`config.mk`:
```
export PLATFORM = sky130hd
export DESIGN_NAME = fp_norm_iter
export DESIGN_NICKNAME = d
export VERILOG_FILES = /design/src/rtl/fp_norm_pkg.sv /design/src/rtl/lzc_8_bit.sv /design/src/rtl/fp_norm_iter.sv
export SDC_FILE = /design/constraint.sdc
export NUM_CORES = 1
export LEC_CHECK = 0
export CORE_MARGIN = 2
export CORE_UTILIZATION = 65
export DETAILED_ROUTE_END_ITERATION = 10
export DONT_BUFFER_PORTS = 1
export PLACE_DENSITY = 0.81
export SKIP_CTS_REPAIR_TIMING = 1
export SLEW_MARGIN = 10
export SYNTH_ARGS = -nofsm -noshare
export SYNTH_HDL_FRONTEND = slang
export SYNTH_SLANG_ARGS = --single-unit
export TNS_END_PERCENT = 10
```
`constraint.sdc`:
```
create_clock -name clk -period 5.4 [get_ports clk]
set_input_delay 0.81 -clock clk [delete_from_list [all_inputs] [get_ports clk]]
set_output_delay 0.81 -clock clk [all_outputs]
set_load 0.005 [all_outputs]
```
`src/rtl/fp_norm_pkg.sv`:
```
// Shared types and constants for the iterative normaliser.
package fp_norm_pkg;

  // Width of the mantissa window inspected by the leading-zero counter each step
  localparam int LZC_WIN = 8;
  // Width of one step's shift amount (0..8)
  localparam int SHAMT_W = 4;

  typedef enum logic [1:0] {
    IDLE  = 2'd0,
    SHIFT = 2'd1,
    DONE  = 2'd2
  } state_t;

endpackage

```
`src/rtl/lzc_8_bit.sv`:
```
// 8-bit leading-zero counter.
// z = number of leading zeros when the window is non-zero; v = 1 (and z = 0) when it is all zero.
module lzc_8_bit (
  input  logic [7:0] win,
  output logic [2:0] z,
  output logic       v
);

  // Scan from LSB upwards so the highest set bit wins the last assignment
  always_comb begin
    v = (win == 8'd0);
    z = 3'd0;
    for (int i = 0; i < 8; i++) begin
      if (win[i]) z = 3'(7 - i);
    end
  end

endmodule

```
`src/rtl/fp_norm_iter.sv`:
```
// Iterative post-add/sub normaliser: left-shifts the mantissa up to 8 bits per
// cycle until its MSB is set, decrementing the exponent and clamping at 0.
// Build option: FP_NORM_FTZ_EN flushes denormal results (clamped or denormal
// input) to zero and flags them as both zero and underflow.
//
//  state | meaning
//  ------+-----------------------------------------------------------
//  IDLE  | waiting for an operand; in_ready = 1
//  SHIFT | one window shift per cycle; stays while the window is all zero
//  DONE  | result held on out_*; out_valid = 1 until out_ready
module fp_norm_iter
  import fp_norm_pkg::*;
#(
  parameter int MANT_W = 24,
  parameter int EXP_W  = 8
) (
  input  logic              clk,
  input  logic              rst,
  input  logic              in_valid,
  output logic              in_ready,
  input  logic              in_sign,
  input  logic [EXP_W-1:0]  in_exp,
  input  logic [MANT_W-1:0] in_mant,
  output logic              out_valid,
  input  logic              out_ready,
  output logic              out_sign,
  output logic [EXP_W-1:0]  out_exp,
  output logic [MANT_W-1:0] out_mant,
  output logic              out_zero,
  output logic              out_uflow
);

  state_t state_q, state_d;

  logic              sign_q;
  logic [EXP_W-1:0]  exp_q;
  logic [MANT_W-1:0] mant_q;
  logic              zero_q;
  logic              uflow_q;

  logic [LZC_WIN-1:0] win;
  logic [2:0]         lz;
  logic               win_zero;
  logic [SHAMT_W-1:0] amt;
  logic [EXP_W-1:0]   lim;
  logic               clamp;
  logic [SHAMT_W-1:0] sh;
  logic [MANT_W-1:0]  mant_sh;
  logic [EXP_W-1:0]   exp_nx;
  logic               accept;
  logic               in_direct;

  assign win = mant_q[MANT_W-1 -: LZC_WIN];

  lzc_8_bit u_lzc (
    .win (win),
    .z   (lz),
    .v   (win_zero)
  );

  // Per-step shift amount and clamp decision; lim < amt <= 8 whenever clamp is
  // set, so its low bits are a valid shift amount
  always_comb begin
    amt     = win_zero ? SHAMT_W'(LZC_WIN) : {1'b0, lz};
    lim     = exp_q - EXP_W'(1);
    clamp   = (EXP_W'(amt) > lim);
    sh      = clamp ? lim[SHAMT_W-1:0] : amt;
    mant_sh = mant_q << sh;
    exp_nx  = exp_q - EXP_W'(amt);
  end

  assign accept    = in_valid && in_ready;
  // Exact zero and already-denormal operands skip the shift loop
  assign in_direct = (in_mant == '0) || (in_exp == '0);

  // State register
  always_ff @(posedge clk) begin
    if (rst) state_q <= IDLE;
    else     state_q <= state_d;
  end

  // Next-state logic
  always_comb begin
    state_d = state_q;
    case (state_q)
      IDLE:    if (accept) state_d = in_direct ? DONE : SHIFT;
      SHIFT:   if (clamp || !win_zero) state_d = DONE;
      DONE:    if (out_ready) state_d = IDLE;
      default: state_d = IDLE;
    endcase
  end

  // Handshake outputs decoded from state
  always_comb begin
    in_ready  = (state_q == IDLE);
    out_valid = (state_q == DONE);
  end

  // Datapath: capture on accept, then one shift/decrement per SHIFT cycle
  always_ff @(posedge clk) begin
    if (rst) begin
      sign_q  <= 1'b0;
      exp_q   <= '0;
      mant_q  <= '0;
      zero_q  <= 1'b0;
      uflow_q <= 1'b0;
    end else begin
      case (state_q)
        IDLE: begin
          if (accept) begin
            sign_q  <= in_sign;
            zero_q  <= 1'b0;
            uflow_q <= 1'b0;
            if (in_mant == '0) begin
              exp_q  <= '0;
              mant_q <= '0;
              zero_q <= 1'b1;
            end else if (in_exp == '0) begin
`ifdef FP_NORM_FTZ_EN
              exp_q   <= '0;
              mant_q  <= '0;
              zero_q  <= 1'b1;
              uflow_q <= 1'b1;
`else
              exp_q  <= in_exp;
              mant_q <= in_mant;
`endif
            end else begin
              exp_q  <= in_exp;
              mant_q <= in_mant;
            end
          end
        end
        SHIFT: begin
          if (clamp) begin
            exp_q   <= '0;
            uflow_q <= 1'b1;
`ifdef FP_NORM_FTZ_EN
            mant_q  <= '0;
            zero_q  <= 1'b1;
`else
            mant_q  <= mant_sh;
`endif
          end else begin
            exp_q  <= exp_nx;
            mant_q <= mant_sh;
          end
        end
        default: ;
      endcase
    end
  end

  assign out_sign  = sign_q;
  assign out_exp   = exp_q;
  assign out_mant  = mant_q;
  assign out_zero  = zero_q;
  assign out_uflow = uflow_q;

endmodule

```
==> summary.md <==
| Metric | Value |
|---|---|
| Buffers added on ports | 0 |
| Clock tree from TritonCTS | built |
| Max_cap viols | 0 |
| Number of optimization iterations in the first detailed-route pass | 6 |
| Accumulated negative setup slack | 0 ns |
| Max-slew violation count | 0 |
| Syn. warnings | 0 |
| DRC viols | 0 |
| Endpoints failing hold | 0 |
| Clock Skew | 0.00815 ns |
| Area used by multi-input combinational logic | 2490 µm² |
| Avg Synthesized Cell Area | 7.78 µm² |
| Clock Latency Late Sink | 0.31 ns |
| # nets final | 475 |
| FMAX | 0.235 GHz |
| Flip-flop and latch area | 741 µm² |
| Final ANT Viol Nets | 0 |
| Number of diodes | 0 |
| Area of the placeable core | 5110 µm² |
| Min-Delay Startpoint | out_zero |
| Detailed router's first-iteration violation count | 465 |
| Vias after detailed routing | 3,657 |
| Vias in the first global route | 3,490 |
| Last weighted congestion value of the routability-driven placer | 1.05 |
| Syn nets | 487 |
| Worst setup path startpoint | out_exp[0] |
| Area growth from synthesis to layout | 3.84% |
| Cell area after technology mapping | 3420 µm² |
| Count of mapped cells out of synthesis | 440 |
| Crit path launch type | flop |
| Buffer levels on the longest clock path | 2 |
| Layout cells sized above 1 | 0.0886 |
| Endpoint class of the critical path | flop |
| Critical path type | reg2reg |
| Dominant synthesized flop cell | sky130_fd_sc_hd__dfxtp_1 |
| All-layer global routing usage | 0.395 |
| Number of antenna violations at the first check in global routing | 0 |
| Count of state elements after synthesis | 37 |
| Die height | 76.6 µm |
| Remaining Overflow, GRT | 0 |
| Row count | 26 |
| DP Wirelength | 8160 µm |
| Ratio of final minimum period to clock period | 0.786 |
| RSZ-0062 raised after global routing | no |
| Non-Filler Cell Area, Final | 3560 µm² |
| Chip Width | 76.6 µm |
| Transition time at the pin with the least slew margin | 0.987 ns |
| TritonCTS buffer count | 5 |
| Total Die Area | 5870 µm² |
| Status | finished clean |
| Number of fill cells in the layout | 472 |
| Final critical path time including I/O delays and setup | 4.25 ns |
| Required time worst endpoint | 5.63 ns |
| Root buffer cell | sky130_fd_sc_hd__clkbuf_8 |
| Worst-path maximum fanout | 29 |
| Worst min-delay path category | reg2reg |
| Worst reg2reg path startpoint | out_exp[0] |
| Wire length of the first global-routing pass | 18,100 µm |
| Starting density of the core | 0.671 |
| Post-DR wirelength/cell | 23.0 µm |
| Worst rel slew slack | 0.341 |
| Pin count of the biggest net entering global routing | 42 |
| Critical path arrival | 4.48 ns |
| Count of cell types in the netlist | 64 |
| Final setup viols | 0 |
| Total length of routed wires | 11,500 µm |
| CTS sink count | 37 |
| Vias per Instance | 7.33 |
| Share of flip-flops with an asynchronous set or reset after synthesis | 0 |
| IO Count | 74 |
| Number of enable flip-flop cells after synthesis | 0 |
| Sequential fraction of the synthesis area | 0.216 |
| CTS clock-pin slew for the worst setup and hold paths | 0.09 ns |
| Placed inst area | 3440 µm² |
| Number of levels the H-tree was split into | 2 |
==> cell usage in the layout (no fill, tap or decap), drive strengths merged, types with 5 or more instances in the layout <==
master,netlist,final
nand2,69,69
mux4,11,11
a222oi,5,5
nand2b,7,7
nor2b,6,6
buf,12,10
dfxtp,37,37
mux2i,36,36
inv,13,13
nand3,6,6
nor3,16,16
ha,9,9
a22oi,10,10
a21oi,23,23
clkbuf,17,5
a31oi,12,12
o21ai,16,16
nor4,14,14
nor2,51,51
==> layout make-up <==
class                           count  area share
Inverter                           13      0.0137
Tap cell                           70      0.0246
Multi-Input combinational cell    361       0.700
Timing Repair Buffer               10      0.0211
Clock buffer                        5      0.0194
Clock inverter                      3      0.0130
Sequential cell                    37       0.208
==> worst max-delay path: stages (launching register included) <==
cell and delay [ns]:
sky130_fd_sc_hd__dfxtp_1 0.48, sky130_fd_sc_hd__inv_1 0.21, sky130_fd_sc_hd__ha_1 0.28, sky130_fd_sc_hd__xnor2_1 0.36
sky130_fd_sc_hd__ha_1 0.33, sky130_fd_sc_hd__nand4_1 0.08, sky130_fd_sc_hd__nand3_1 0.11, sky130_fd_sc_hd__a221oi_4 0.29
sky130_fd_sc_hd__buf_4 0.33, sky130_fd_sc_hd__mux2_4 0.51, sky130_fd_sc_hd__mux2i_1 0.25, sky130_fd_sc_hd__mux4_2 0.50
sky130_fd_sc_hd__or2_0 0.25, sky130_fd_sc_hd__a31oi_1 0.18
==> cells by family (layout without fill, tap and decap cells) <==
group | after synthesis | count (layout) | synth area share
and+or+nand+nor | 184 | 184 | 0.246
buffers and inverters | 42 | 31 | 0.0607
adders and majority gates | 10 | 10 | 0.0387
xor gates and xnor gates | 4 | 4 | 0.0102
DFF | 37 | 37 | 0.216
AOI/OAI and AO/OA | 113 | 113 | 0.238
muxes | 50 | 50 | 0.191
==> sequential cells by signal, summed over array words and instances, names as in the netlist <==
| signal | count |
|---|---|
| out_exp | 8 |
| state_q | 2 |
| out_uflow | 1 |
| out_mant | 24 |
| out_sign | 1 |
| out_zero | 1 |
==> metal layers <==
metal | part of all wire | vias up | track usage | routed length (µm)
met1 | 0.42 | 1699 | 0.571 | 4770
met5 | 0 | - | 0 | 0
li1 | - | 1624 | - | -
met2 | 0.42 | 303 | 0.555 | 4800
met3 | 0.14 | 31 | 0.124 | 1590
met4 | 0.027 | 0 | 0.136 | 309
==> path summary, 6_finish.rpt <==
path                  end  slack [ns]  cells after the start
min reg2reg      out_zero        0.48                      2
max reg2reg  out_mant[16]        1.15                     13
min              out_zero        0.48                      2
max          out_mant[16]        1.15                     13
==> stage by stage <==
step                      setup slack (ns)  cells  hold slack, ns   util
after floorplan                       1.85    440           0.453      -
after global placement                1.32    491           0.461  0.674
after detailed placement              1.21    491           0.463  0.674
after CTS                             1.20    499           0.475  0.696
after global routing                 0.893    499           0.513  0.696
final                                 1.15    499           0.480  0.696
==> synthesized netlist by cell type (3+ instances only) <==
library cell | instances | area [µm²]
sky130_fd_sc_hd__nand2_1 | 69 | 259
sky130_fd_sc_hd__nor2_1 | 51 | 191
sky130_fd_sc_hd__dfxtp_1 | 37 | 741
sky130_fd_sc_hd__mux2i_1 | 35 | 350
sky130_fd_sc_hd__a21oi_1 | 23 | 115
sky130_fd_sc_hd__clkbuf_1 | 17 | 63.8
sky130_fd_sc_hd__nor3_1 | 14 | 70.1
sky130_fd_sc_hd__nor4_1 | 14 | 87.6
sky130_fd_sc_hd__inv_1 | 13 | 48.8
sky130_fd_sc_hd__o21ai_0 | 13 | 65.1
sky130_fd_sc_hd__a31oi_1 | 12 | 75.1
sky130_fd_sc_hd__a22oi_1 | 10 | 75.1
sky130_fd_sc_hd__mux4_2 | 10 | 225
sky130_fd_sc_hd__ha_1 | 9 | 113
sky130_fd_sc_hd__nand2b_1 | 7 | 43.8
sky130_fd_sc_hd__buf_2 | 6 | 30.0
sky130_fd_sc_hd__nand3_1 | 6 | 30.0
sky130_fd_sc_hd__nor2b_1 | 6 | 37.5
sky130_fd_sc_hd__a222oi_1 | 5 | 50.1
sky130_fd_sc_hd__a211o_1 | 4 | 35.0
sky130_fd_sc_hd__a211oi_1 | 4 | 30.0
sky130_fd_sc_hd__a311oi_1 | 4 | 35.0
sky130_fd_sc_hd__a41oi_1 | 3 | 26.3
sky130_fd_sc_hd__and2_1 | 3 | 18.8
sky130_fd_sc_hd__and3_1 | 3 | 18.8
sky130_fd_sc_hd__buf_4 | 3 | 22.5
sky130_fd_sc_hd__nand4_1 | 3 | 18.8
sky130_fd_sc_hd__o211ai_1 | 3 | 22.5
sky130_fd_sc_hd__o21ai_1 | 3 | 15.0
sky130_fd_sc_hd__o22a_1 | 3 | 26.3
sky130_fd_sc_hd__o31ai_1 | 3 | 22.5
Power is left out: the tool's default activity adds up to more than one toggle a clock period on the data nets, which glitch-free logic cannot reach.
